===== src/rtl/tl_pkg.sv =====
// Shared TileLink-UL opcode constants and the register-slave FSM state type.
package tl_pkg;

  // A-channel opcodes
  localparam logic [2:0] TL_PUT_FULL    = 3'd0;
  localparam logic [2:0] TL_PUT_PARTIAL = 3'd1;
  localparam logic [2:0] TL_GET         = 3'd4;

  // D-channel opcodes
  localparam logic [2:0] TL_ACCESS_ACK      = 3'd0;
  localparam logic [2:0] TL_ACCESS_ACK_DATA = 3'd1;

  typedef enum logic [1:0] {
    ST_IDLE = 2'd0,
    ST_WAIT = 2'd1,
    ST_EXEC = 2'd2,
    ST_RESP = 2'd3
  } tl_state_e;

endpackage


===== src/rtl/tl_peri_reg_slave_if.sv =====
// TileLink-UL A/D channel bundle between the peripheral crossbar and a register slave.
interface tl_peri_reg_slave_if #(
  parameter int ADDR_WIDTH   = 32,
  parameter int DATA_WIDTH   = 32,
  parameter int SIZE_WIDTH   = 3,
  parameter int OPCODE_WIDTH = 3,
  parameter int PARAM_WIDTH  = 3
);
  localparam int MASK_WIDTH = DATA_WIDTH / 8;

  logic                    a_valid;
  logic                    a_ready;
  logic [OPCODE_WIDTH-1:0] a_opcode;
  logic [PARAM_WIDTH-1:0]  a_param;
  logic [SIZE_WIDTH-1:0]   a_size;
  logic                    a_source;
  logic [ADDR_WIDTH-1:0]   a_address;
  logic [MASK_WIDTH-1:0]   a_mask;
  logic [DATA_WIDTH-1:0]   a_data;

  logic                    d_valid;
  logic                    d_ready;
  logic [OPCODE_WIDTH-1:0] d_opcode;
  logic [PARAM_WIDTH-1:0]  d_param;
  logic [SIZE_WIDTH-1:0]   d_size;
  logic                    d_source;
  logic                    d_sink;
  logic [DATA_WIDTH-1:0]   d_data;
  logic                    d_error;

  modport master (
    output a_valid, a_opcode, a_param, a_size, a_source, a_address, a_mask, a_data, d_ready,
    input  a_ready, d_valid, d_opcode, d_param, d_size, d_source, d_sink, d_data, d_error
  );

  modport slave (
    input  a_valid, a_opcode, a_param, a_size, a_source, a_address, a_mask, a_data, d_ready,
    output a_ready, d_valid, d_opcode, d_param, d_size, d_source, d_sink, d_data, d_error
  );

endinterface


===== src/rtl/tl_peri_regfile.sv =====
// NUM_REGS x 32-bit register storage with byte-lane writes; index 0 reads as a fixed ID.
module tl_peri_regfile #(
  parameter int          NUM_REGS = 16,
  parameter logic [31:0] ID_VALUE = 32'h7E1A_0001
) (
  input  logic                        clk_i,
  input  logic                        rst_i,
  input  logic                        we_i,
  input  logic [$clog2(NUM_REGS)-1:0] idx_i,
  input  logic [3:0]                  mask_i,
  input  logic [31:0]                 wdata_i,
  output logic [31:0]                 rdata_o
);
  localparam int IDXW = $clog2(NUM_REGS);

  logic [31:0] mem_q [NUM_REGS];

  // Byte-lane writes; entry 0 is never written and reads come from ID_VALUE instead.
  always_ff @(posedge clk_i or posedge rst_i) begin
    if (rst_i) begin
      for (int unsigned i = 0; i < NUM_REGS; i++) mem_q[i] <= '0;
    end else if (we_i) begin
      for (int unsigned i = 1; i < NUM_REGS; i++) begin
        for (int unsigned b = 0; b < 4; b++) begin
          if (idx_i == IDXW'(i) && mask_i[b]) mem_q[i][8*b +: 8] <= wdata_i[8*b +: 8];
        end
      end
    end
  end

  // Combinational read port.
  always_comb begin
    rdata_o = (idx_i == '0) ? ID_VALUE : mem_q[idx_i];
  end

endmodule


===== src/rtl/tl_peri_reg_slave.sv =====
// TileLink-UL register slave: one request at a time, programmable wait states,
// decode/alignment/opcode errors reported on d_error. All outputs registered.
module tl_peri_reg_slave
  import tl_pkg::*;
#(
  parameter int                    ADDR_WIDTH   = 32,
  parameter int                    DATA_WIDTH   = 32,
  parameter int                    MASK_WIDTH   = DATA_WIDTH / 8,
  parameter int                    SIZE_WIDTH   = 3,
  parameter int                    OPCODE_WIDTH = 3,
  parameter int                    PARAM_WIDTH  = 3,
  parameter logic [ADDR_WIDTH-1:0] BASE_ADDR    = 32'h1000_0000,
  parameter int                    NUM_REGS     = 16,
  parameter int                    WAIT_CYCLES  = 2,
  parameter logic [DATA_WIDTH-1:0] ID_VALUE     = 32'h7E1A_0001
) (
  input logic                clk,
  input logic                reset,
  tl_peri_reg_slave_if.slave tl
);
  localparam int IDXW = $clog2(NUM_REGS);

  tl_state_e               state_q;
  logic [3:0]              wcnt_q;
  logic [OPCODE_WIDTH-1:0] op_q;
  logic [SIZE_WIDTH-1:0]   size_q;
  logic                    src_q;
  logic [ADDR_WIDTH-1:0]   addr_q;
  logic [MASK_WIDTH-1:0]   mask_q;
  logic [DATA_WIDTH-1:0]   data_q;

  logic                    a_ready_q;
  logic                    d_valid_q;
  logic [OPCODE_WIDTH-1:0] d_opcode_q;
  logic [SIZE_WIDTH-1:0]   d_size_q;
  logic                    d_source_q;
  logic [DATA_WIDTH-1:0]   d_data_q;
  logic                    d_error_q;

  logic [IDXW-1:0] idx;
  logic            in_range, misalign, bad_size, is_get, is_put, err, wr_en;
  logic [31:0]     rdata;
  logic            unused_param;

  assign unused_param = ^tl.a_param;

  // Decode of the captured request; only consumed in EXEC.
  always_comb begin
    idx      = addr_q[IDXW+1:2];
    in_range = (addr_q[ADDR_WIDTH-1:IDXW+2] == BASE_ADDR[ADDR_WIDTH-1:IDXW+2]);
    is_get   = (op_q == OPCODE_WIDTH'(TL_GET));
    is_put   = (op_q == OPCODE_WIDTH'(TL_PUT_FULL)) || (op_q == OPCODE_WIDTH'(TL_PUT_PARTIAL));
    bad_size = (size_q > SIZE_WIDTH'(2));
    misalign = 1'b0;
    if (size_q == SIZE_WIDTH'(1))      misalign = addr_q[0];
    else if (size_q == SIZE_WIDTH'(2)) misalign = |addr_q[1:0];
    err   = !in_range || bad_size || misalign || !(is_get || is_put) || (is_put && idx == '0);
    wr_en = (state_q == ST_EXEC) && is_put && !err;
  end

  tl_peri_regfile #(
    .NUM_REGS (NUM_REGS),
    .ID_VALUE (ID_VALUE)
  ) u_regfile (
    .clk_i   (clk),
    .rst_i   (reset),
    .we_i    (wr_en),
    .idx_i   (idx),
    .mask_i  (mask_q),
    .wdata_i (data_q),
    .rdata_o (rdata)
  );

  // Request FSM: accept, count wait states, execute, hold the response until taken.
  always_ff @(posedge clk or posedge reset) begin
    if (reset) begin
      state_q    <= ST_IDLE;
      wcnt_q     <= '0;
      op_q       <= '0;
      size_q     <= '0;
      src_q      <= 1'b0;
      addr_q     <= '0;
      mask_q     <= '0;
      data_q     <= '0;
      a_ready_q  <= 1'b0;
      d_valid_q  <= 1'b0;
      d_opcode_q <= '0;
      d_size_q   <= '0;
      d_source_q <= 1'b0;
      d_data_q   <= '0;
      d_error_q  <= 1'b0;
    end else begin
      case (state_q)
        ST_IDLE: begin
          if (tl.a_valid && a_ready_q) begin
            op_q      <= tl.a_opcode;
            size_q    <= tl.a_size;
            src_q     <= tl.a_source;
            addr_q    <= tl.a_address;
            mask_q    <= tl.a_mask;
            data_q    <= tl.a_data;
            a_ready_q <= 1'b0;
            wcnt_q    <= 4'(WAIT_CYCLES);
            state_q   <= (WAIT_CYCLES == 0) ? ST_EXEC : ST_WAIT;
          end else begin
            a_ready_q <= 1'b1;
          end
        end
        ST_WAIT: begin
          wcnt_q <= wcnt_q - 4'd1;
          if (wcnt_q == 4'd1) state_q <= ST_EXEC;
        end
        ST_EXEC: begin
          d_valid_q  <= 1'b1;
          d_opcode_q <= is_get ? OPCODE_WIDTH'(TL_ACCESS_ACK_DATA) : OPCODE_WIDTH'(TL_ACCESS_ACK);
          d_error_q  <= err;
          d_data_q   <= (is_get && !err) ? DATA_WIDTH'(rdata) : '0;
          d_size_q   <= size_q;
          d_source_q <= src_q;
          state_q    <= ST_RESP;
        end
        ST_RESP: begin
          if (tl.d_ready) begin
            d_valid_q <= 1'b0;
            a_ready_q <= 1'b1;
            state_q   <= ST_IDLE;
          end
        end
        default: state_q <= ST_IDLE;
      endcase
    end
  end

  assign tl.a_ready  = a_ready_q;
  assign tl.d_valid  = d_valid_q;
  assign tl.d_opcode = d_opcode_q;
  assign tl.d_param  = PARAM_WIDTH'(0);
  assign tl.d_size   = d_size_q;
  assign tl.d_source = d_source_q;
  assign tl.d_sink   = 1'b0;
  assign tl.d_data   = d_data_q;
  assign tl.d_error  = d_error_q;

endmodule


===== src/flat_wrapper.sv =====
// flat-port wrapper written by rule: the top's interface ports become plain ports
module tl_peri_reg_slave_flat import tl_pkg::*;
#(
  parameter int                    ADDR_WIDTH   = 32,
  parameter int                    DATA_WIDTH   = 32,
  parameter int                    MASK_WIDTH   = DATA_WIDTH / 8,
  parameter int                    SIZE_WIDTH   = 3,
  parameter int                    OPCODE_WIDTH = 3,
  parameter int                    PARAM_WIDTH  = 3,
  parameter logic [ADDR_WIDTH-1:0] BASE_ADDR    = 32'h1000_0000,
  parameter int                    NUM_REGS     = 16,
  parameter int                    WAIT_CYCLES  = 2,
  parameter logic [DATA_WIDTH-1:0] ID_VALUE     = 32'h7E1A_0001
)
  (clk, reset, tl_a_valid, tl_a_opcode, tl_a_param, tl_a_size, tl_a_source, tl_a_address, tl_a_mask, tl_a_data, tl_d_ready, tl_a_ready, tl_d_valid, tl_d_opcode, tl_d_param, tl_d_size, tl_d_source, tl_d_sink, tl_d_data, tl_d_error);
  tl_peri_reg_slave_if #(.ADDR_WIDTH(ADDR_WIDTH), .DATA_WIDTH(DATA_WIDTH), .SIZE_WIDTH(SIZE_WIDTH), .OPCODE_WIDTH(OPCODE_WIDTH), .PARAM_WIDTH(PARAM_WIDTH)) tl_i ();
  input logic clk;
  input logic reset;
  input wire logic [$bits(tl_i.a_valid)-1:0] tl_a_valid;
  input wire logic [$bits(tl_i.a_opcode)-1:0] tl_a_opcode;
  input wire logic [$bits(tl_i.a_param)-1:0] tl_a_param;
  input wire logic [$bits(tl_i.a_size)-1:0] tl_a_size;
  input wire logic [$bits(tl_i.a_source)-1:0] tl_a_source;
  input wire logic [$bits(tl_i.a_address)-1:0] tl_a_address;
  input wire logic [$bits(tl_i.a_mask)-1:0] tl_a_mask;
  input wire logic [$bits(tl_i.a_data)-1:0] tl_a_data;
  input wire logic [$bits(tl_i.d_ready)-1:0] tl_d_ready;
  output wire logic [$bits(tl_i.a_ready)-1:0] tl_a_ready;
  output wire logic [$bits(tl_i.d_valid)-1:0] tl_d_valid;
  output wire logic [$bits(tl_i.d_opcode)-1:0] tl_d_opcode;
  output wire logic [$bits(tl_i.d_param)-1:0] tl_d_param;
  output wire logic [$bits(tl_i.d_size)-1:0] tl_d_size;
  output wire logic [$bits(tl_i.d_source)-1:0] tl_d_source;
  output wire logic [$bits(tl_i.d_sink)-1:0] tl_d_sink;
  output wire logic [$bits(tl_i.d_data)-1:0] tl_d_data;
  output wire logic [$bits(tl_i.d_error)-1:0] tl_d_error;
  assign tl_i.a_valid = tl_a_valid;
  assign tl_i.a_opcode = tl_a_opcode;
  assign tl_i.a_param = tl_a_param;
  assign tl_i.a_size = tl_a_size;
  assign tl_i.a_source = tl_a_source;
  assign tl_i.a_address = tl_a_address;
  assign tl_i.a_mask = tl_a_mask;
  assign tl_i.a_data = tl_a_data;
  assign tl_i.d_ready = tl_d_ready;
  assign tl_a_ready = tl_i.a_ready;
  assign tl_d_valid = tl_i.d_valid;
  assign tl_d_opcode = tl_i.d_opcode;
  assign tl_d_param = tl_i.d_param;
  assign tl_d_size = tl_i.d_size;
  assign tl_d_source = tl_i.d_source;
  assign tl_d_sink = tl_i.d_sink;
  assign tl_d_data = tl_i.d_data;
  assign tl_d_error = tl_i.d_error;
  tl_peri_reg_slave #(.ADDR_WIDTH(ADDR_WIDTH), .DATA_WIDTH(DATA_WIDTH), .MASK_WIDTH(MASK_WIDTH), .SIZE_WIDTH(SIZE_WIDTH), .OPCODE_WIDTH(OPCODE_WIDTH), .PARAM_WIDTH(PARAM_WIDTH), .BASE_ADDR(BASE_ADDR), .NUM_REGS(NUM_REGS), .WAIT_CYCLES(WAIT_CYCLES), .ID_VALUE(ID_VALUE)) u_core (.clk(clk), .reset(reset), .tl(tl_i));
endmodule

===== config.mk =====
export PLATFORM = sky130hd
export DESIGN_NAME = tl_peri_reg_slave_flat
export DESIGN_NICKNAME = d
export VERILOG_FILES = /design/src/rtl/tl_pkg.sv /design/src/rtl/tl_peri_reg_slave_if.sv /design/src/rtl/tl_peri_regfile.sv /design/src/rtl/tl_peri_reg_slave.sv /design/src/flat_wrapper.sv
export SDC_FILE = /design/constraint.sdc
export NUM_CORES = 1
export LEC_CHECK = 0
export CAP_MARGIN = 20
export CORE_ASPECT_RATIO = 2
export CORE_UTILIZATION = 50
export DETAILED_ROUTE_END_ITERATION = 10
export GPL_TIMING_DRIVEN = 0
export PLACE_DENSITY = 0.68
export SLEW_MARGIN = 20
export SYNTH_ARGS = -nofsm -noshare
export SYNTH_HDL_FRONTEND = slang
export SYNTH_SLANG_ARGS = --single-unit

===== constraint.sdc =====
create_clock -name clk -period 63.4 [get_ports clk]
set_clock_uncertainty 0.15 [all_clocks]
set_input_delay 12.68 -clock clk [delete_from_list [all_inputs] [get_ports clk]]
set_output_delay 12.68 -clock clk [all_outputs]
set_load 0.02 [all_outputs]

# == Word-level counts from Yosys, hierarchy flattened ==
# Cells that the tools add are included.
# word_totals
regBits,603
latchBits,0
ramBits,0
rom_bits,0
in_bits,82
output_inout_bits,46
wordCells,271
n_memories,0
# op_classes
n_addsub,1
n_mul,0
div_mod_pow,0
magnitude_cmp,2
eq_ne,27
n_shift,0
mux,19
bitwise_logic,1
n_reduce_logical,146
# op_table
operator,n
binary-select mux 32 bit (select 4 bit),1
2-to-1 mux 32 bit,4
AND reduction 2 bit,64
logical AND 1 bit,65
== test 4 bit (second input constant),8
== test 26 x 23 -> 1 bit (second input constant),1
== test 4 x 3 -> 1 bit (second input constant),4
== test 4 x 1 -> 1 bit (second input constant),2
== test 4 x 2 -> 1 bit (second input constant),2
case mux 2 bit (4 select lines),1
case mux 4 bit (2 select lines),1
== test 3 x 1 -> 1 bit (second input constant),2
logical OR 1 bit,6
2-to-1 mux 1 bit,6
2-to-1 mux 2 bit,3
nonzero test 2 bit,3
greater-or-equal comparator 5 bit (second input constant),1
inverter 4 -> 5 bit,1
== test 2 bit (second input constant),2
zero test 4 bit,1
2-to-1 mux 4 bit,1
inequality test 2 x 1 -> 1 bit (second input constant),2
case mux 1 bit (2 select lines),2
subtractor 4 x 1 -> 4 bit (second input constant),1
10 further kinds,12

# == Depth between registers and ports, before layout ==
# Gate-level depths: netlist (run 1).
# depth
depth_word,9
depth_mapped,9
mapped_depth_nobuf,7

# == Cells and area by module ==
# From an unflattened synthesis (run 1), not the netlist that was laid out.
# unflattened
cells_unflattened,1826
hier_area_um2,27472.6
# by_module_without_submodules
mod,instances,cells_each,area_per_inst_um2,seq_area_each_um2
tl_peri_regfile,1,1502,22604.2,12011.5
tl_peri_reg_slave,1,324,4868.4,3027.9

# == Least setup slack after synthesis (run 1) ==
# OpenSTA, ideal clock, no wires.
# synth_path
path_kind,input-to-reg
from,input port tl_a_valid
to,register u_core.addr_q[10]
setup_ns,0.125
arrival_ns,13.832
t_required_ns,63.125
slack_ns,49.293
cell_stages,4
path_buffers,2
path_cell_list,nand3_1 -> clkbuf_1 -> clkbuf_1 -> mux2_2
# synth_via
elab_chain_len,2
# synth_rtl
element,line_no,rtl
"start, declared",flat_wrapper.sv:19,input wire logic [$bits(tl_i.a_valid)-1:0] tl_a_valid;
logical AND 1 bit,tl_peri_reg_slave.sv:95,if (tl.a_valid && a_ready_q) begin
AND reduction 2 bit (no source line),-,
"end signal, assigned",tl_peri_reg_slave.sv:99,addr_q <= tl.a_address;
"end, declared",tl_peri_reg_slave.sv:28,logic [ADDR_WIDTH-1:0] addr_q;
# Every way passes these cells.
# A chain may end at the register's enable or synchronous reset.

# == Worst setup path after layout (run 1) ==
# layout_path
from,input port tl_a_valid
to,register u_core.addr_q[3]
# Same word-level chain as after synthesis.

==> results of run 1 <==
==> cell families after synthesis <==
group / share of synthesized area
flip-flops: 0.540
adder cells (fa/ha/maj): 0.00270
AO/OA/AOI/OAI: 0.0376
buffers and inverters: 0.0241
other: 0.000135
XOR/XNOR: 0.000315
multiplexers: 0.331
AND/OR/NAND/NOR: 0.0641
==> through the flow <==
| step | instances | power, mW |
|---|---|---|
| floorplan | 1773 | 0.647 |
| global placement | 2635 | 0.794 |
| detailed placement | 2642 | 0.803 |
| CTS | 2739 | 1.14 |
| global route | 2741 | 1.17 |
| finish | 2741 | 1.14 |
==> placed cells by master, fill, tap and decap left out, types with 7 or more instances in the layout <==
cell type          n
o31ai_1            8
buf_2             24
buf_1              9
nor2b_1           26
clkbuf_16         55
nand3_2           14
mux2i_1           24
o21ai_0           11
o22ai_1            7
mux2_2           485
nand3_4           42
mux2_4            96
o2bb2ai_1         25
clkinv_2           9
a211oi_1          18
clkdlybuf4s50_1  118
buf_4             11
nor3_1            18
nand2_1           28
nor2_1            31
dfrtp_1          601
a221oi_1          38
clkbuf_8          17
mux4_2            91
nand3_1            8
clkbuf_1          74
==> routing by layer <==
| metal | vias up | global-route usage |
|---|---|---|
| li1 | 7000 | - |
| met1 | 8837 | 0.323 |
| met2 | 524 | 0.544 |
| met5 | - | 0 |
| met3 | 225 | 0.0400 |
| met4 | 0 | 0.204 |
==> registers in the layout (all words and copies together), names as in the netlist, 2 cells and up <==
name / cells
u_core.tl.d_size: 3
u_core.size_q: 3
u_core.mask_q: 4
u_core.wcnt_q: 4
u_core.op_q: 3
u_core.u_regfile.mem_q: 480
u_core.state_q: 2
u_core.tl.d_data: 32
u_core.addr_q: 32
u_core.data_q: 32
==> final timing paths <==
| path | from | to | slack [ps] | cells past startpoint |
|---|---|---|---|---|
| setup / recovery | tl_a_valid | u_core.addr_q[3] | 48780 | 5 |
| hold / removal | u_core.tl.d_data[16] | u_core.tl.d_data[16] | 340 | 1 |
| setup reg to reg | u_core.addr_q[3] | u_core.tl.d_data[19] | 59380 | 7 |
| hold reg to reg | u_core.tl.d_data[16] | u_core.tl.d_data[16] | 340 | 1 |
| max in group asynchronous | reset | u_core.u_regfile.mem_q[262] | 49110 | 4 |
| min in group asynchronous | reset | u_core.u_regfile.mem_q[333] | 12400 | 2 |
==> report_power, final <==
group | leakage, nW | internal [mW] | switching [mW]
logic | 5.90 | 0.110 | 0.230
clock network | 0.903 | 0.191 | 0.148
registers | 8.21 | 0.412 | 0.0453
==> area by class of cell <==
cell class                      instances  area, um^2  area share
Antenna cell                            2        5.00    0.000157
Buffer                                120         647      0.0202
Clock buffer                           82        1650      0.0516
Clock inverter                         15         161     0.00505
Inverter                                8        37.5     0.00117
Multi-Input combinational cell       1044       12100       0.380
Sequential cell                       601       15000       0.471
Tap cell                              744         931      0.0291
Timing Repair Buffer                  125        1330      0.0417
==> worst reg2reg max path: stages (launching register included) <==
cell and delay [ps]:
dfrtp_1 320, buf_2 260, buf_2 570, buf_2 480
buf_1 920, mux4_2 450, a211oi_1 590, o2bb2ai_1 130
==> out/metrics.cfg, run 1 <==
[outcome]
outcome = finished with violations
failed_checks = DRC

[clock_network]
hold_buffers = 0
ctsResizeCount = 0
cts_buffer_depth = 3
post_cts.repair.setup_buffers = 0
clk_pin_slew_ps = 70
clkLatencyLatePin_ps = 620
numCtsBuffers = 53
cts_tree = done
cts_sinks = 601
clockRootBuffer = clkbuf_16
htreeDepth = 2

[detailed_routing]
vias = 16600
highest_layer = met4
antenna_left = 0
wl_met1_um = 28600
drc = 1
drtIter0Drc = 827
route.met3.wl_um = 3280
wl_per_cell_um = 29.9
routed_wl_um = 82100
dr.pass1.iters = 8
dr_wl_met2_um = 44100
vias_per_cell = 6.05

[logic_synthesis]
synth_warnings = 32
syn-cell-area_um2 = 27800
async_flop_share = 1.00
ys_seq_elements = 601
yosysSeqAreaShare = 0.540
synth_edf_count = 0
netlist.area_leader.share = 0.540
synth.area.top_cells = dfrtp_1 54%, mux2_2 20%, mux4_2 7.4%
synth_cell_type_count = 58
synth_cells = 1768
synth_area_per_cell_um2 = 15.7
synth_area_leader_cell = dfrtp_1
yosys.cell_count.top_type = dfrtp_1
yosys-top-cells-count = 601 x dfrtp_1, 485 x mux2_2, 96 x mux2_4, 91 x mux4_2, 67 x clkbuf_1
ys.flop_type = dfrtp_1

[setup_path]
worst-setup-path-type = primary input to flop
critical_path_arrival_ps = 14980
worst_path_most_repeated_cell = clkbuf_1
worstSetupStartpointType = primary input
slowest_stage = clkbuf_1
critPathBufInv = 3
required_ps = 63760
path_cells = clkdlybuf4s50_1, nand3_1, clkbuf_1, clkbuf_1, mux2_2
critical_path.max_fanout = 10
cp_slowest_stage_delay_ps = 570
endpoint_kind = flop
critPathTopFamily = buffers and inverters

[run]
drv_cap = 0

[place]
place_area_um2 = 30100
hpwl_um = 58100
gp_congestion = 0.938
pre_cts_slack_ps = 48080
port_buffers = 118

[floorplanning]
fp.coreArea_um2 = 55100
boundaryPins = 128
dieArea_um2 = 56700
rows = 122
start_util = 0.505
die_x_um = 169
fp.dieH_um = 336

[sta]
setup_viol = 0
max_freq_mhz = 68.4
fin_crit_ps = 14620
setup-tns-final_ps = 0
hold_viol_final = 0
maxSlewViolCount = 0
rsz0062_at_grt = no
fin_crit_sh = 0.231
worst_pin_slew_ps = 1180
hold_ws_ps = 335
setup_slack_ps = 48780
slew_headroom = 0.215

[cells_and_area]
drive_above_1_share = 0.446
final_util = 0.580
design_area_um2 = 31900
fill_cells = 4365
layout.nets = 2041
area_growth_pct = 14.8

[grt]
grt_max_degree = 114
grt_pass1_vias = 18100
antenna_found_initial = 3
overflow = 0
grt_usage = 0.301
grt_pass1_wl_um = 121000

[power_and_ir_drop]
irDropWorstVdd_uv = 31.1
powerDensity_nw_per_um2 = 35.6
power.leakage_nw = 15.0

[hold_path]
hold_class = flop to flop

Note: power is estimated with default switching activity, not from simulation.
==> inputs of run 2 (changes only) <==
--- a/config.mk
+++ b/config.mk
@@ -10,7 +10,7 @@
 export CORE_UTILIZATION = 50
 export DETAILED_ROUTE_END_ITERATION = 10
 export GPL_TIMING_DRIVEN = 0
-export PLACE_DENSITY = 0.68
+export PLACE_DENSITY = 0.71
 export SLEW_MARGIN = 20
 export SYNTH_ARGS = -nofsm -noshare
 export SYNTH_HDL_FRONTEND = slang
==> constraint.sdc (replaced) <==
create_clock -name clk -period 12.95 [get_ports clk]
set_clock_uncertainty 0.15 [all_clocks]
set_input_delay 2.59 -clock clk [delete_from_list [all_inputs] [get_ports clk]]
set_output_delay 2.59 -clock clk [all_outputs]
set_load 0.02 [all_outputs]
==> run 2 against run 1 <==
  * The run now ends clean
  * Final cell count rose by 0.26%
  * Critical path depth rose by 6
  * Clock power rose to 4.9 times the previous value
  * Worst hold slack improved by 5.2 ps
  * Non-clock buffer count rose by 14
  * Setup slack got worse by 41000 ps
  * Largest power group unchanged
==> out/metrics.cfg, run 2 (synthesized netlist as in run 1, its figures left out) <==
[sta]
maxSlewViolCount = 0
rsz0062_at_grt = no
worst_pin_slew_ps = 1260
hold_viol_final = 0
setup_slack_ps = 7910
hold_ws_ps = 341
slew_headroom = 0.158
max_freq_mhz = 198
fin_crit_sh = 0.389
fin_crit_ps = 5040
setup_viol = 0

[place]
hpwl_um = 56500
pre_cts_slack_ps = 7190
port_buffers = 118
gp_congestion = 0.986

[setup_path]
endpoint_kind = async pin
critical_path_arrival_ps = 5700
worst-setup-path-type = primary input to async pin
reg2reg_depth = 7
required_ps = 13610
critical_path.max_fanout = 35
worstSetupStartpointType = primary input

[hold_path]
hold_class = flop to flop
min_path_cells = 1

[grt]
grt_pass1_vias = 18500
grt_max_degree = 38
grt_pass1_wl_um = 121000
overflow = 0
antenna_found_initial = 0
grt_usage = 0.297

[power_and_ir_drop]
power.leakage_nw = 15.1
total_power_mw = 5.55
clkPwrFrac = 0.297
internal_power_mw = 3.48
p_comb_frac = 0.305
powerDensity_nw_per_um2 = 172
sw_frac_of_total = 0.373
irDropWorstVdd_uv = 116
power_switching_mw = 2.07
seqPwrFrac = 0.399

[cells_and_area]
top_register = u_core.u_regfile.mem_q
final_common_cell = dfrtp_1
mostFrequentLayoutCells = 601 x dfrtp_1, 485 x mux2_2, 118 x clkdlybuf4s50_1
area_growth_pct = 15.6
largest_reg_flops = 480
final_util = 0.584
fill_cells = 4305
layout.nets = 2054
multiInputGateArea_um2 = 12100
antenna-diode-count = 0
drive_above_1_share = 0.451
regArea_um2 = 15000

[detailed_routing]
drtIter0Drc = 1078
dr.pass1.iters = 6
antenna_left = 0
drc = 0
wl_per_cell_um = 29.6
vias = 16900
vias_per_cell = 6.16
routed_wl_um = 81300

[clock_network]
clk_pin_slew_ps = 70
clkLatencyLatePin_ps = 620
cts_tree = done
clockRootBuffer = clkbuf_16
numCtsBuffers = 52
ctsResizeCount = 0
cts_sinks = 601
cts_buffer_depth = 3
hold_buffers = 0
post_cts.repair.setup_buffers = 0
htreeDepth = 2

[floorplanning]
dieArea_um2 = 56700
fp.dieH_um = 336
rows = 122
fp.coreArea_um2 = 55100
die_x_um = 169
start_util = 0.505
boundaryPins = 128

[outcome]
outcome = complete, no violations

[run]
drv_cap = 0

[run 2: changes by cell type in the layout (fill, tap and decap cells not counted), moves of 2 or more]
cell	before	now
inv_6	2	4
diode_2	2	0
buf_12	6	23
clkbuf_16	55	53
clkinv_2	9	3
buf_2	24	26
buf_16	5	3
clkinvlp_4	0	7
clkbuf_1	74	70
clkbuf_8	17	15
buf_4	11	9
[run 2: power groups by stage]
stage               Sequential, mW  Clock [mW]  Combinational, mW
finish                        2.21        1.65               1.69
global route                  2.23        1.74               1.76
CTS                           2.21        1.67               1.68
detailed placement            2.24           0               1.67
global placement              2.24           0               1.62
floorplan                     2.18           0              0.990
[run 2: final cells by class]
type,count,share of cell area
sequential,601,0.467
tap,744,0.0289
multi-input combinational,1044,0.377
inverter,8,0.00105
buffer,120,0.0202
clock inverter,17,0.00669
clock buffer,75,0.0484
timing repair buffer,139,0.0502
[run 2: worst max-delay path, cell delays in order]
cell             delay, ps
clkdlybuf4s50_1        440
clkinvlp_4             460
buf_12                 270
buf_12                 220
buf_12                 240
buf_12                 230
buf_12                 240
buf_12                 240
buf_12                 250
buf_12                 230
buf_16                 190
[run 2: path summary, 6_finish.rpt]
path	endpoint	slack, ps	start
max in group clk	u_core.mask_q[0]	8450	tl_a_valid
worst max-delay path	u_core.u_regfile.mem_q[114]	7910	reset
worst min-delay path	u_core.tl.d_data[21]	340	u_core.tl.d_data[21]
min in group asynchronous	u_core.u_regfile.mem_q[331]	2270	reset
worst min register to register	u_core.tl.d_data[21]	340	u_core.tl.d_data[21]
worst max register to register	u_core.tl.d_data[31]	8960	u_core.addr_q[3]
[run 2: layer usage]
metal  vias up  global-route usage  routed length, um
met2       647               0.515              41800
met3       253              0.0447               4320
met4         0               0.206               6310
met1      9011               0.335              28800
li1       7006                   -                  -
met5         -                   0                  0
[run 2: stage by stage]
| stage | setup TNS [ps] | area, um^2 | cells |
|---|---|---|---|
| after floorplan | 0 | 27900 | 1773 |
| after global placement | -574230 | 30000 | 2635 |
| after detailed placement | 0 | 30400 | 2656 |
| after CTS | 0 | 32200 | 2748 |
| after global routing | 0 | 32200 | 2748 |
| final | 0 | 32200 | 2748 |
==> inputs of run 3 (changes only) <==
--- a/config.mk
+++ b/config.mk
@@ -10,7 +10,7 @@
 export CORE_UTILIZATION = 50
 export DETAILED_ROUTE_END_ITERATION = 10
 export GPL_TIMING_DRIVEN = 0
-export PLACE_DENSITY = 0.71
+export PLACE_DENSITY = 0.68
 export SLEW_MARGIN = 20
 export SYNTH_ARGS = -nofsm -noshare
 export SYNTH_HDL_FRONTEND = slang
==> constraint.sdc (replaced) <==
create_clock -name clk -period 5.2 [get_ports clk]
set_clock_uncertainty 0.15 [all_clocks]
set_input_delay 1.04 -clock clk [delete_from_list [all_inputs] [get_ports clk]]
set_output_delay 1.04 -clock clk [all_outputs]
set_load 0.02 [all_outputs]
==> run 3 against run 2 <==
  * Critical endpoint is now u_core.tl.d_data[19]
  * Clock-buffer cell count is 8 higher
  * Critical path type is now flop to flop
  * Clock power is 140% higher
  * Largest cell class unchanged
  * Sequential share of layout area hardly changed
  * Setup slack worse by 6400 ps
  * Non-clock buffer count is 3 higher
  * Final cell count is 0.40% higher
  * Critical path depth is 4 lower
  * Core utilization hardly changed
  * Global-route usage is 1.1 points higher
  * Wire length is 2.7% higher
  * Sequential cell count stayed put
==> out/metrics.cfg, run 3 (synthesized netlist as in run 1, its figures left out) <==
[outcome]
outcome = complete, no violations

[floorplanning]
fp.coreArea_um2 = 55100
fp.dieH_um = 336
dieArea_um2 = 56700
rows = 122
die_x_um = 169
start_util = 0.505
boundaryPins = 128

[sta]
max_freq_mhz = 271
setup_viol = 0
slew_headroom = 0.162
fin_crit_sh = 0.710
maxSlewViolCount = 0
setup_slack_ps = 1510
worst_pin_slew_ps = 1260
hold_viol_final = 0
rsz0062_at_grt = no
fin_crit_ps = 3690

[setup_path]
required_ps = 5540
rrSetupSlack_ps = 1510
critical_path.max_fanout = 10
critical_path_arrival_ps = 4030
worstSetupStartpointType = flop
worst-setup-path-type = flop to flop
endpoint_kind = flop
cp_slowest_stage_delay_ps = 840
slowest_stage = buf_1
critPathBufInv = 4
critPathTopFamily = buffers and inverters
path_cells = buf_2, buf_2, buf_2, buf_1, mux4_2, a211oi_1, o2bb2ai_1
worst_path_most_repeated_cell = buf_2

[cells_and_area]
mostFrequentLayoutCells = 601 x dfrtp_1, 485 x mux2_2, 118 x clkdlybuf4s50_1
fin_cells = 2759
layout.nets = 2058
largest_reg_flops = 480
drive_above_1_share = 0.450
final_common_cell = dfrtp_1
top_register = u_core.u_regfile.mem_q
area_growth_pct = 15.7

[clock_network]
hold_buffers = 0
clockRootBuffer = clkbuf_16
cts_buffer_depth = 3
clkLatencyLatePin_ps = 630
cts_sinks = 601
htreeDepth = 2
cts_tree = done
numCtsBuffers = 53
clk_pin_slew_ps = 70
ctsResizeCount = 0
post_cts.repair.setup_buffers = 0

[place]
hpwl_um = 59300
port_buffers = 118
gp_congestion = 0.944
pre_cts_slack_ps = 1060
dp_cells = 2658

[power_and_ir_drop]
powerDensity_nw_per_um2 = 430
irDropWorstVdd_uv = 336
power.leakage_nw = 15.1

[grt]
antenna_found_initial = 1
grt_usage = 0.308
grt_pass1_vias = 18700
overflow = 0
grt_max_degree = 37
grt_pass1_wl_um = 124000

[detailed_routing]
vias = 16900
drc = 0
antenna_left = 0
vias_per_cell = 6.12
drtIter0Drc = 1092
wl_per_cell_um = 30.3
dr.pass1.iters = 5
routed_wl_um = 83500

[hold_path]
hold_class = flop to flop

[run]
drv_cap = 0

## run 3: cell count changes in the layout (fill, tap and decap cells not counted), moves of 2 or more
cell / change
clkinvlp_4: -5
clkinv_8: +2
a221oi_1: -2
clkinv_2: +7
buf_12: -2
clkbuf_1: +6
buf_4: +3
a221oi_2: +2
bufinv_16: -3
buf_16: +2
inv_6: -3
## run 3: area by class of cell
| cell class | count | area [um^2] |
|---|---|---|
| repair buffers | 142 | 1660 |
| clock inverters | 16 | 140 |
| flip-flops and latches | 601 | 15000 |
| clock buffers | 83 | 1600 |
| diodes | 1 | 2.50 |
| plain buffers | 120 | 649 |
| multi-input cells | 1044 | 12200 |
| inverters | 8 | 33.8 |
| well taps | 744 | 931 |
| fillers | 4333 | 22900 |
## run 3: power breakdown
group	leakage (nW)	internal, mW	switching [mW]
clock	0.862	2.17	1.83
sequential	8.21	5.02	0.575
combinational	6.06	1.38	2.86
total	15.1	8.58	5.27
## run 3: metrics by stage
step	instance area (um^2)	setup TNS [ps]	power, mW	hold WS, ps	utilization
after floorplan	27900	-2516520	7.89	309	-
after global placement	30000	-4320270	9.71	314	0.544
after detailed placement	30500	0	9.88	319	0.553
after CTS	32200	0	13.8	343	0.584
after global routing	32200	0	14.3	361	0.584
final	32200	0	13.9	343	0.584
## run 3: metal layers
metal  up-vias  routed length, um  part of all wire  global-route usage
li1       7018                  -                 -                   -
met1      8990              28300              0.34               0.329
met2       616              43700              0.52               0.543
met3       253               4210             0.050              0.0471
met4         0               7270             0.087               0.234
met5         -                  0                 0                   0
## run 3: worst paths after layout
check,start,cells after the start,endpoint
setup / recovery,u_core.addr_q[3],7,u_core.tl.d_data[19]
hold / removal,u_core.tl.d_data[5],1,u_core.tl.d_data[5]
setup reg to reg,u_core.addr_q[3],7,u_core.tl.d_data[19]
hold reg to reg,u_core.tl.d_data[5],1,u_core.tl.d_data[5]
max in group asynchronous,reset,11,u_core.u_regfile.mem_q[53]
min in group asynchronous,reset,2,u_core.data_q[0]
==> RTL edit 1 (flow settings as in run 2) <==
`PARAM_WIDTH` is set to 3 in 3 places; all go to 4.
--- a/src/rtl/tl_peri_reg_slave_if.sv
+++ b/src/rtl/tl_peri_reg_slave_if.sv
@@ -5,5 +5,5 @@
   parameter int SIZE_WIDTH   = 3,
   parameter int OPCODE_WIDTH = 3,
-  parameter int PARAM_WIDTH  = 3
+  parameter int PARAM_WIDTH  = 4
 );
   localparam int MASK_WIDTH = DATA_WIDTH / 8;
--- a/src/rtl/tl_peri_reg_slave.sv
+++ b/src/rtl/tl_peri_reg_slave.sv
@@ -9,5 +9,5 @@
   parameter int                    SIZE_WIDTH   = 3,
   parameter int                    OPCODE_WIDTH = 3,
-  parameter int                    PARAM_WIDTH  = 3,
+  parameter int                    PARAM_WIDTH  = 4,
   parameter logic [ADDR_WIDTH-1:0] BASE_ADDR    = 32'h1000_0000,
   parameter int                    NUM_REGS     = 16,
--- a/src/flat_wrapper.sv
+++ b/src/flat_wrapper.sv
@@ -7,5 +7,5 @@
   parameter int                    SIZE_WIDTH   = 3,
   parameter int                    OPCODE_WIDTH = 3,
-  parameter int                    PARAM_WIDTH  = 3,
+  parameter int                    PARAM_WIDTH  = 4,
   parameter logic [ADDR_WIDTH-1:0] BASE_ADDR    = 32'h1000_0000,
   parameter int                    NUM_REGS     = 16,
Ports: changed (resized tl_a_param and tl_d_param); port bits go from 128 to 130. The function was not compared with the original's and may differ.
==> RTL edit 1 against run 2 <==
  * Worst setup slack better by 0.28 ns
  * First-iteration DRC count down 14%
  * Largest cell class unchanged
  * Sequential cell count did not move
  * Final area decreased by 0.21%
  * Core utilization fell by 0.12 points
  * Routed wire length fell by 0.10%
  * Synthesized area hardly changed
  * Power decreased by 0.70%
==> RTL edit 1: results (changes against run 2) <==
result of the run -> completed
number of antenna violations at the first check in global routing -> 1 (+1)
CP max-delay cell -> clkdlybuf4s50_1
met2 routed WL -> 42300 µm (+1.1%)
post-synthesis sequential area ratio -> 0.540 (about the same)
via count normalized by instance count -> 6.06 (-1.5%)
via count of the first global-routing pass -> 18400 (-0.71%)
routed wire length on met3 -> 3870 µm (-10%)
post-synthesis share of cell area spent on xor and xnor gates -> 0.000315 (about the same)
worst hold slack -> 0.339 ns (-0.00167 ns)
largest incremental delay on the critical path -> 0.44 ns (-0.02 ns)
post-detailed-placement half-perimeter wirelength -> 56400 µm (-0.13%)
first-pass iteration count of the detailed router -> 5 (-1)
Routed WL -> 81200 µm (-0.10%)
cell leakage power -> 15.1 nW (about the same)
register containing the most flip-flops in the final layout -> u_core.u_regfile.mem_q
met3 usage in global routing -> 0.0486 (+0.00389)
GR Util met2 -> 0.523 (+0.00862)
DP Area -> 0.0304 mm² (about the same)
worst vdd rail ir drop -> 0.152 mV (+31%)
Total Nets Final -> 2055 (+0.049%)
Relative slew margins -> 0.137 (-0.0217)
First DRT Iteration DRCs -> 926 (-14%)
Worst Setup Slack post-DPL -> 7.50 ns (+0.306 ns)
first-pass GRT wire length -> 121000 µm (+0.22%)
final RePlAce weighted congestion -> 0.985 (-0.10%)
Port Buf Inserts -> 118 (unchanged)
Highest Clock Rate -> 210 MHz (+5.9%)
root buffer selected by CTS -> clkbuf_16
Compound-Gate Fraction of Synth Area -> 0.0376 (about the same)
ratio of cells with drive above 1 in the final layout -> 0.449 (-0.00200)
Largest register FFs -> 480 (unchanged)
r2r setup slk -> 9.13 ns (+0.17 ns)
Crit path arrival time -> 5.41 ns (-0.29 ns)
portion of netlist area occupied by mux cells -> 0.331 (about the same)
GR Util met1 -> 0.329 (-0.00617)
overall fraction of global-route tracks in use -> 0.299 (+0.00138)
top post-synthesis cells by area -> dfrtp_1 54%, mux2_2 20%, mux4_2 7.4%, mux2_4 5.2%, nand3_4 2.6%
wire length the detailed router placed on met1 -> 28800 µm (about the same)
post-synthesis share of cell area spent on full adders, half adders and majority gates -> 0.00270 (about the same)
peak fanout along the critical path -> 34 (-2.9%)
## RTL edit 1: final timing paths
check / from / to / cells after the start
worst max-delay path: reset / u_core.u_regfile.mem_q[85] / 10
worst min-delay path: u_core.tl.d_data[5] / u_core.tl.d_data[5] / 1
worst max register to register: u_core.addr_q[3] / u_core.tl.d_data[31] / 7
worst min register to register: u_core.tl.d_data[5] / u_core.tl.d_data[5] / 1
max in group clk: tl_a_valid / u_core.addr_q[6] / 5
min in group asynchronous: reset / u_core.u_regfile.mem_q[331] / 2
## RTL edit 1: layout make-up
type | instances | area (µm²)
clock inverter | 17 | 204
inverter | 8 | 33.8
multi-input combinational | 1045 | 12100
tap | 744 | 931
sequential | 601 | 15000
clock buffer | 75 | 1530
timing repair buffer | 137 | 1580
buffer | 121 | 658
fill | 4197 | 23000
## RTL edit 1: where the power goes
part / internal (mW) / switching (mW)
logic: 0.545 / 1.14
clock network: 0.900 / 0.720
registers: 2.02 / 0.190
total: 3.46 / 2.05
==> RTL edit 2 (settings of run 2) <==
Without the edit above. Reset style: synchronous (`reset` and `rst_i`), changed in 2 clocked blocks.
--- a/src/rtl/tl_peri_regfile.sv
+++ b/src/rtl/tl_peri_regfile.sv
@@ -17,5 +17,5 @@
 
   // Byte-lane writes; entry 0 is never written and reads come from ID_VALUE instead.
-  always_ff @(posedge clk_i or posedge rst_i) begin
+  always_ff @(posedge clk_i) begin
     if (rst_i) begin
       for (int unsigned i = 0; i < NUM_REGS; i++) mem_q[i] <= '0;
--- a/src/rtl/tl_peri_reg_slave.sv
+++ b/src/rtl/tl_peri_reg_slave.sv
@@ -73,5 +73,5 @@
 
   // Request FSM: accept, count wait states, execute, hold the response until taken.
-  always_ff @(posedge clk or posedge reset) begin
+  always_ff @(posedge clk) begin
     if (reset) begin
       state_q    <= ST_IDLE;
Check against the original RTL: differs if reset is asserted again (counterexample within 4 cycles, from zero or initial values and one cycle with reset high); with reset held inactive, the same outputs for 4 cycles.
==> RTL edit 2 against run 2 <==
  * Count of clock-buffer cells in the layout shrank 17
  * Hold slack lost 0.036 ns
  * Routed wire length grew 2.9%
  * Final area shrank 9.5%
  * Sequential share of layout area grew 11 points
  * Worst setup slack gained 0.14 ns
  * Sequential cell count grew 4
  * Synthesized area shrank 9.5%
  * Synthesized cell count grew 5.7%
Power is not compared: it rests on default switching activity, and its combinational part moved more than twofold at a synthesized area within 25%.
==> RTL edit 2: results (changes against run 2) <==
result of the run -> completed
via count of the first global-routing pass -> 17600 (-5.0%)
final RePlAce weighted congestion -> 1.01 (+2.5%)
post-synthesis sequential area ratio -> 0.671 (+0.131)
fraction of registers with async set or reset after synthesis -> 0 (-1.00)
first-pass GRT wire length -> 118000 µm (-2.5%)
top post-synthesis cells by area -> edfxtp_1 57%, dfxtp_1 9.9%, mux4_2 7.9%, nor2_1 4.7%, nand2_1 3.0%
full die area -> 0.0513 mm² (-9.4%)
peak fanout along the critical path -> 10 (-71%)
launch point of the worst reg-to-reg path -> u_core.state_q[0]
largest incremental delay on the critical path -> 0.83 ns (+0.37 ns)
Cell variety after synth -> 54 (-6.9%)
GR Util met1 -> 0.334 (-0.000882)
overall fraction of global-route tracks in use -> 0.330 (+0.0326)
post-synthesis share of cell area spent on xor and xnor gates -> 0 (-0.000315)
R2R Path End -> u_core.u_regfile.mem_q[13][2]
crit path setup slack, layout -> 8.05 ns (+0.138 ns)
post-detailed-placement half-perimeter wirelength -> 59600 µm (+5.5%)
via count normalized by instance count -> 6.35 (+3.1%)
Port Buf Inserts -> 117 (-0.85%)
number of buffers added by the clock tree synthesis step -> 50 (-3.8%)
portion of netlist area occupied by mux cells -> 0.103 (-0.228)
clock buffer and inverter area fraction after layout -> 0.0657 (+0.0106)
cell leakage power -> 9.68 nW
Synth Register Bits -> 605 (+0.67%)
worst hold slack -> 0.305 ns (-0.0357 ns)
number of buffers outside the clock class in the layout -> 269 (+3.9%)
met3 usage in global routing -> 0.0580 (+0.0133)
First DRT Iteration DRCs -> 2073 (+92%)
post-synthesis share of cell area spent on full adders, half adders and majority gates -> 0.00298 (+0.000283)
GR Util met2 -> 0.590 (+0.0754)
r2r setup slk -> 8.91 ns (-0.05 ns)
Hold Crit Start -> u_core.addr_q[22]
worst hold path endpoint -> u_core.addr_q[22]
fraction of area in registers -> 0.581 (+0.113)
number of placed instances, taps included -> 2639 (-0.64%)
number of antenna violations at the first check in global routing -> 2 (+2)
count of cells along the worst hold path -> 2 (+1)
number of fill cells -> 3978 (-7.6%)
Worst Setup Slack post-DPL -> 7.55 ns (+0.357 ns)
Total Nets Final -> 2131 (+3.7%)
syn_area_per_cell -> 13.5 µm² (-14%)
share of the final layout cell area in multi-input gates -> 0.261 (-0.117)
endpoint of the worst setup timing path -> u_core.u_regfile.mem_q[4][3]
Largest register FFs -> 480 (unchanged)
worst reg2reg path depth -> 9 (+2)
synth cell count leaders -> 480 x edfxtp_1, 316 x nor2_1, 198 x nand2_1
Synth warnings -> 0 (-100%)
worst slew pin tran -> 1.22 ns (-0.0445 ns)
CP max-delay cell -> clkbuf_1
Compound-Gate Fraction of Synth Area -> 0.0840 (+0.0464)
area share of buffers outside the clock network -> 0.0637 (-0.00668)
==> RTL edit 2: cell count changes after synthesis, sizes merged, moves of 23 or more <==
cell,change
nand3,-63
nor2b,+32
o2bb2ai,-25
edfxtp,+480
buf,+23
a22oi,+24
dfxtp,+125
nor2,+286
dfrtp,-601
a21o,+28
a21oi,+114
nand2,+170
mux2,-562
a31o,+25
==> RTL edit 2: worst register-to-register path, stage by stage (launching register included) <==
cell and delay (ns):
dfxtp_1 0.35, inv_1 0.10, ha_1 0.15, buf_2 0.29, inv_1 0.22, or3_1 0.44
buf_1 0.29, nor2_2 0.67, buf_2 0.38, a31o_1 0.65
==> RTL edit 2: routing by layer <==
metal  share of wire  routed length [µm]
met4           0.093                7820
met2            0.52               43500
met1            0.30               25200
met3           0.086                7170
met5               0                   0
==> RTL edit 2: report_power, final <==
part           internal [mW]  total, mW  switching, mW
sequential              2.22       2.28         0.0611
combinational          0.256      0.757          0.501
clock                   1.01       1.75          0.741
total                   3.49       4.79           1.30
